<file path="src/rtl/arm_mem_pkg.sv">
// Shared types and defaults for the MEM-stage to external 16-bit SRAM bridge.
// Pure declarations: no latency, no flow control.
package arm_mem_pkg;

   typedef enum logic [2:0] {
      IDLE = 3'd0,
      LO   = 3'd1,
      HI   = 3'd2,
      WAIT = 3'd3,
      DONE = 3'd4
   } state_t;

   typedef enum logic {
      OP_RD = 1'b0,
      OP_WR = 1'b1
   } op_t;

   localparam logic [31:0] BASE_ADDR_DEF = 32'd1024;
   localparam int          SRAM_AW_DEF   = 18;

endpackage

</file>
<file path="src/rtl/sram_controller.sv">
// Splits each 32-bit MEM access into low/high half-word SRAM cycles plus wait states.
// ready is low for ACCESS_CYCLES cycles from the request; the pipeline freezes while it is low.
module sram_controller
   import arm_mem_pkg::*;
#(
   parameter logic [31:0] BASE_ADDR     = BASE_ADDR_DEF,
   parameter int          ACCESS_CYCLES = 6,
   parameter int          SRAM_AW       = SRAM_AW_DEF
) (
   input  logic               clk,
   input  logic               rst,
   input  logic               wr_en,
   input  logic               rd_en,
   input  logic [31:0]        address,
   input  logic [31:0]        write_data,
   output logic [31:0]        read_data,
   output logic               ready,
   output logic [SRAM_AW-1:0] sram_addr,
   output logic [15:0]        sram_dq_out,
   output logic               sram_dq_oe,
   input  logic [15:0]        sram_dq_in,
   output logic               sram_we_n
);

   localparam logic [3:0] LAST_CNT = 4'(ACCESS_CYCLES - 1);

   state_t             state_q, state_d;
   op_t                op_q, op_d;
   logic [3:0]         count_q, count_d;
   logic [SRAM_AW-2:0] word_q, word_d;
   logic [31:0]        wdata_q, wdata_d;
   logic [31:0]        read_data_q, read_data_d;
   logic [SRAM_AW-1:0] sram_addr_q, sram_addr_d;
   logic [15:0]        dq_out_q, dq_out_d;
   logic               dq_oe_q, dq_oe_d;
   logic               we_n_q, we_n_d;

   logic               req;
   logic               op_is_wr;
   logic [31:0]        offset;
   logic [SRAM_AW-2:0] word_addr;
   logic               unused_addr_bits;

   assign req              = wr_en | rd_en;
   assign op_is_wr         = (op_q == OP_WR);
   assign offset           = address - BASE_ADDR;
   // Word index wraps modulo the SRAM size; byte-lane bits are dropped.
   assign word_addr        = offset[SRAM_AW:2];
   assign unused_addr_bits = ^{offset[31:SRAM_AW+1], offset[1:0]};

   always_comb begin
      state_d     = state_q;
      op_d        = op_q;
      count_d     = count_q;
      word_d      = word_q;
      wdata_d     = wdata_q;
      read_data_d = read_data_q;
      sram_addr_d = sram_addr_q;
      dq_out_d    = dq_out_q;
      dq_oe_d     = dq_oe_q;
      we_n_d      = we_n_q;

      case (state_q)
         IDLE: begin
            if (req) begin
               op_d        = wr_en ? OP_WR : OP_RD;
               word_d      = word_addr;
               wdata_d     = write_data;
               count_d     = 4'd1;
               state_d     = LO;
               sram_addr_d = {word_addr, 1'b0};
               dq_out_d    = write_data[15:0];
               dq_oe_d     = wr_en;
               we_n_d      = ~wr_en;
            end
         end
         LO: begin
            if (!op_is_wr) read_data_d[15:0] = sram_dq_in;
            count_d     = count_q + 4'd1;
            state_d     = HI;
            sram_addr_d = {word_q, 1'b1};
            dq_out_d    = wdata_q[31:16];
            dq_oe_d     = op_is_wr;
            we_n_d      = ~op_is_wr;
         end
         HI: begin
            if (!op_is_wr) read_data_d[31:16] = sram_dq_in;
            count_d = count_q + 4'd1;
            state_d = (count_q == LAST_CNT) ? DONE : WAIT;
            dq_oe_d = 1'b0;
            we_n_d  = 1'b1;
         end
         WAIT: begin
            count_d = count_q + 4'd1;
            if (count_q == LAST_CNT) state_d = DONE;
         end
         DONE: begin
            count_d = 4'd0;
            state_d = IDLE;
         end
         default: begin
            count_d = 4'd0;
            state_d = IDLE;
         end
      endcase
   end

   always_ff @(posedge clk or posedge rst) begin
      if (rst) begin
         state_q     <= IDLE;
         op_q        <= OP_RD;
         count_q     <= 4'd0;
         word_q      <= '0;
         wdata_q     <= 32'd0;
         read_data_q <= 32'd0;
         sram_addr_q <= '0;
         dq_out_q    <= 16'd0;
         dq_oe_q     <= 1'b0;
         we_n_q      <= 1'b1;
      end else begin
         state_q     <= state_d;
         op_q        <= op_d;
         count_q     <= count_d;
         word_q      <= word_d;
         wdata_q     <= wdata_d;
         read_data_q <= read_data_d;
         sram_addr_q <= sram_addr_d;
         dq_out_q    <= dq_out_d;
         dq_oe_q     <= dq_oe_d;
         we_n_q      <= we_n_d;
      end
   end

   // The request is visible combinationally so the freeze starts in the request cycle.
   assign ready       = (state_q == DONE) || ((state_q == IDLE) && !req);
   assign read_data   = read_data_q;
   assign sram_addr   = sram_addr_q;
   assign sram_dq_out = dq_out_q;
   assign sram_dq_oe  = dq_oe_q;
   assign sram_we_n   = we_n_q;

endmodule

</file>
<file path="config.mk">
export PLATFORM = sky130hd
export DESIGN_NAME = sram_controller
export DESIGN_NICKNAME = d
export VERILOG_FILES = /design/src/rtl/arm_mem_pkg.sv /design/src/rtl/sram_controller.sv
export SDC_FILE = /design/constraint.sdc
export NUM_CORES = 1
export LEC_CHECK = 0
export CAP_MARGIN = 20
export CORE_UTILIZATION = 41
export CTS_CLUSTER_DIAMETER = 100
export DETAILED_ROUTE_END_ITERATION = 10
export HOLD_SLACK_MARGIN = 0.08
export PLACE_DENSITY = 0.76
export SLEW_MARGIN = 20
export SYNTH_ARGS = -nofsm -noshare
export SYNTH_HDL_FRONTEND = slang
export SYNTH_SLANG_ARGS = --single-unit
export TNS_END_PERCENT = 20
</file>
<file path="constraint.sdc">
create_clock -name clk -period 3.38 [get_ports clk]
set_input_delay 0.338 -clock clk [delete_from_list [all_inputs] [get_ports clk]]
set_output_delay 0.338 -clock clk [all_outputs]
set_load 0.005 [all_outputs]
</file>
==> Yosys cells after proc, flatten, opt, wreduce, memory -nomap -nowiden <==
Cells that the tools add are included.
{ "word_totals": {"word_cells": 51, "inputBits": 84, "ff_bits": 125} }
{ "classes": {"n_reduce_logical": 13, "add_sub_neg": 2, "muxes": 15, "n_bitwise": 3, "eq_ne": 7} }
{ "ops": {"columns": ["cell", "count"], "rows": [
  ["$pmux W18 S2", 1],
  ["$pmux W16 S2", 1],
  ["$sub A19 B11 Y19 const B", 1],
  ["$mux W18", 1],
  ["$mux W16", 1],
  ["$pmux W3 S4", 1],
  ["$reduce_and A2 Y1", 6],
  ["$mux W3", 3],
  ["$pmux W4 S2", 1],
  ["$eq A3 B2 Y1 const B", 2],
  ["$pmux W1 S3", 2],
  ["$add A4 B1 Y4 const B", 1],
  ["$eq A4 B3 Y1 const B", 1],
  ["$mux W4", 1],
  ["$ne A2 B2 Y1 const B", 2],
  ["$eq A3 B1 Y1 const B", 1],
  ["$eq A3 B3 Y1 const B", 1],
  ["$logic_not A3 Y1", 1],
  ["$mux W1", 3],
  ["$reduce_bool A3 Y1", 1],
  ["$reduce_or A3 Y1", 1],
  ["$not A1 Y1", 2],
  ["$reduce_bool A2 Y1", 1],
  ["$logic_and A1 B1 Y1", 1],
  ["3 further kinds", 3]
]} }

==> Logic depth before layout (Yosys ltp) <==
{ "depth": {"ltp_word": 4, "mapped_depth": 7} }

==> Worst setup path after synthesis <==
No wires, ideal clock.
{ "synth_path": {"path_type": "register to register", "start": "register state_q[1]", "end": "register read_data_q[16], in the netlist read_data[16]", "path_stages_with_launch": 6, "path_slack_ns": 1.832, "setup_time_ns": 0.125, "arrival_time_ns": 1.423, "cell_sequence": "dfrtp_1 > buf_2 > nand2b_1 > nor3_4 > buf_4 > mux2_2"} }
{ "synth_via": {"elab_chain_len": 2} }
{ "synth_lines": {"columns": ["item", "line_no", "text"], "rows": [
  ["start, declared", "sram_controller.sv:27", "state_t state_q, state_d;"],
  ["start signal, assigned", "sram_controller.sv:121", "state_q <= state_d;"],
  ["$eq A3 B2 Y1", "sram_controller.sv:63", "case (state_q)"],
  ["$reduce_and A2 Y1 (no line)", null, null],
  ["end signal, assigned", "sram_controller.sv:126", "read_data_q <= read_data_d;"],
  ["end, declared", "sram_controller.sv:32", "logic [31:0] read_data_q, read_data_d;"]
]} }
No other way between the ends.
A chain may end at the register's enable or synchronous reset.

==> Worst setup path after layout <==
{ "layout_path": {"start": "register state_q[1]", "end": "output port ready"} }
{ "layout_via": {"elab_chain_len": 3, "word_cells_on_any_way": 4, "classes_between": "eq/ne: 1; reduce/logical: 3"} }
{ "layout_lines": {"columns": ["item", "line_no", "text"], "rows": [
  ["$logic_not A3 Y1", "sram_controller.sv:135", "assign ready = (state_q == DONE) || ((state_q == IDLE) && !req);"],
  ["$logic_and A1 B1 Y1", "sram_controller.sv:135", null],
  ["$logic_or A1 B1 Y1 *", "sram_controller.sv:135", null],
  ["end, declared", "sram_controller.sv:17", "output logic ready,"]
]} }
Mark *: on every way between the ends. The rest lies on a longest branch, timed or not.

==> impl_metrics.csv <==
group,metric,value,unit
critical_path,startpoint,"state_q[1]",
detailed_routing,drt_iter0_markers,109,
pwr,clockPowerShare,15.2,%
critical_path,path_class,"flip-flop to output pin",
synth,synth_area_leaders,"dfrtp_1 (58%), mux2_1 (9.0%), mux2i_1 (5.8%)",
pwr,peakVddDrop,0.000346,V
synth,ys_seq_elements,109,
final_layout,final_common_cell,"clkdlybuf4s50_1",
pwr,swShare,30.2,%
synth,yosysTopAreaCellShare,58.5,%
critical_path,arrival,1.92,ns
critical_path,rrSetupSlack,1.24,ns
pwr,p_int,3.57,mW
critical_path,rr_worst_depth,3,
synth,netlist_area,4620,µm²
pwr,switching_power,1.54,mW
cts,cts.root.buffer_cell,"clkbuf_8",
cts,htreeDepth,3,
global_routing,antenna_found_initial,0,
global_routing,grt_overflow,0,
die,dieHeight,108,µm
synth,synth_top_cell_by_area,"dfrtp_1",
pwr,power_leakage,2.68,nW
placement,routabilityCongestion,0.770,
timing,finClkSkew,0.00811,ns
cts,clock_sinks,109,
global_routing,grt_max_degree,57,
final_layout,drive_gt1_share,10.0,%
detailed_routing,drc,0,
run_status,status,"complete, no violations",
final_layout,layout_common_cells,"clkdlybuf4s50_1 (137), dfrtp_1 (108), nand2_1 (38), mux2_1 (37), o21ai_1 (33)",
timing,maxSlewHeadroom,41.6,%
timing,worst_pin_slew,0.873,ns
final_layout,nets,591,
cts,cts_resized,0,
synth,synthDistinctLibCells,36,
timing,rsz0062_at_grt,"no",
placement,place_hpwl,6970,µm
cts,cts_buffers,9,
critical_path,startpoint_type,"flip-flop",
cts,clk_pin_slew,0.09,ns
critical_path,path_max_fanout,11,
run,cap_viol_max_count,0,
synth,netlist_instances,371,
detailed_routing,vias,3245,
pwr,power.share.combinational,39.8,%
die,io_pins,153,
placement,port_buffers,137,
critical_path,crit_path_end_kind,"output pin",
global_routing,grt_pass1_vias,3275,
final_layout,final_util,58.0,%
die,initial_utilization,42.4,%
die,core_area,10900,µm²
detailed_routing,ant_nets,0,
synth,synth_warnings,0,
cts,insertion_delay,0.36,ns
die,rows,38,
cts,cts_setup_buffers,0,
synth,syn-mean-instance-area,12.5,µm²
global_routing,grtUsageTotal,17.8,%
detailed_routing,finalWirelength,9740,µm
critical_path,rr_startpoint,"state_q[2]",
timing,drv_slew,0,
cts,holdBufCountCts,0,
global_routing,grt_pass1_wl,15900,µm
final_layout,syn2layout_area_growth,36.8,%
cts,clockBufferDepth,2,
timing,fin_crit_sh,66.7,%
timing,hold_violations,0,
critical_path,required,3.04,ns
pwr,sequentialPowerShare,45.1,%
synth,syn-num-nets,458,
final_layout,fillers,928,
synth,yosysSeqAreaShare,59.1,%
detailed_routing,dr.pass1.iters,4,
cts,cts_tree,"yes",
critical_path,r2r_end,"read_data[14]",
pwr,powerDensity,808,nW/µm²
final_layout,diodes,0,
die,dieArea,11700,µm²
timing,fmax,0.444,GHz
timing,finalSetupViolCount,0,
detailed_routing,routedWlPerCell,15.0,µm
detailed_routing,vias_per_cell,5.00,
die,die_w,108,µm
timing,period_minus_slack,2.25,ns
min_path,hp-class,"input port to async pin",
timing,fin_setup_tns,0,ns
==> cells in the mapped netlist <==
cell / n
or3_1: 1
or2_1: 1
mux2i_1: 27
o21ai_0: 5
ha_1: 3
nand2_1: 38
buf_6: 1
a211oi_1: 4
nand3_1: 1
nand4_1: 1
a21o_1: 2
nor2b_1: 3
nand3b_1: 1
o22ai_1: 2
nor3_2: 1
nor3b_1: 3
o21ai_1: 34
a22o_1: 1
a22oi_1: 1
buf_2: 10
nor3_4: 2
mux2_1: 37
dfstp_2: 1
nand2b_1: 4
mux2_2: 23
a21oi_1: 7
nor2_1: 16
nor3_1: 6
nor4_1: 2
xnor2_1: 1
inv_1: 6
a211o_1: 1
dfrtp_1: 108
clkbuf_1: 5
buf_4: 5
xor2_1: 7
==> kinds of logic after synthesis <==
logic type      synth area share, %
compound gates                 6.77
fa+ha+maj                     0.812
flops                          59.1
buf+inv                        3.03
simple gates                   8.34
xor+xnor                       1.52
mux                            20.5
==> metal layers <==
| metal | part of all wire, % | global-route usage, % |
|---|---|---|
| met5 | 0 | 0 |
| met4 | 1.6 | 8.02 |
| met3 | 4.2 | 2.77 |
| met2 | 50 | 30.1 |
| met1 | 45 | 22.3 |
==> critical path: stages, from the launching register on <==
cell and delay [ns]:
dfrtp_1 0.53, or2_1 0.39, nor2_1 0.14, clkdlybuf4s50_1 0.51
==> cell type report <==
cell class	count	area, µm²	share of cell area (%)
Sequential cell	109	2730	43.2
Multi-Input combinational cell	235	1770	28.0
Timing Repair Buffer	143	1430	22.6
Tap cell	140	175	2.77
Clock buffer	12	145	2.30
Clock inverter	4	47.5	0.752
Inverter	6	25.0	0.396
==> registers in the layout, indices dropped and copies added, names as in the netlist <==
signal	cells
state_q	3
sram_addr	18
sram_dq_out	16
wdata_q	16
word_q	17
count_q	4
read_data	32
sram_we_n	1
sram_dq_oe	1
op_is_wr	1
==> through the flow <==
stage	setup slack, ns	instance area, µm²	power (mW)	hold WS, ns	std cells
2_1_floorplan	0.170	4620	3.28	0.433	371
3_3_place_gp	0.961	6130	4.29	0.454	633
3_5_place_dp	0.959	6130	4.40	0.462	633
4_1_cts	1.08	6320	5.18	0.440	649
5_1_grt	1.00	6320	5.49	0.464	649
6_report	1.13	6320	5.10	0.428	649
==> power groups by stage <==
stage / Combinational (mW) / Clock, mW / Sequential (mW)
after floorplan: 0.997 / 0 / 2.28
after global placement: 2.00 / 0 / 2.29
after detailed placement: 2.06 / 0 / 2.34
after CTS: 2.07 / 0.801 / 2.31
after global routing: 2.24 / 0.855 / 2.39
final: 2.03 / 0.775 / 2.30
==> worst max-delay path by stage <==
stage                 endpoint  slack (ns)
4_1_cts                  ready        1.08
3_5_place_dp   sram_dq_out[14]        0.96
2_1_floorplan       count_q[0]        0.17
5_1_grt                  ready        1.00
6_report                 ready        1.13
3_3_place_gp     sram_addr[14]        0.96
Power figures use the tool's default switching activity.
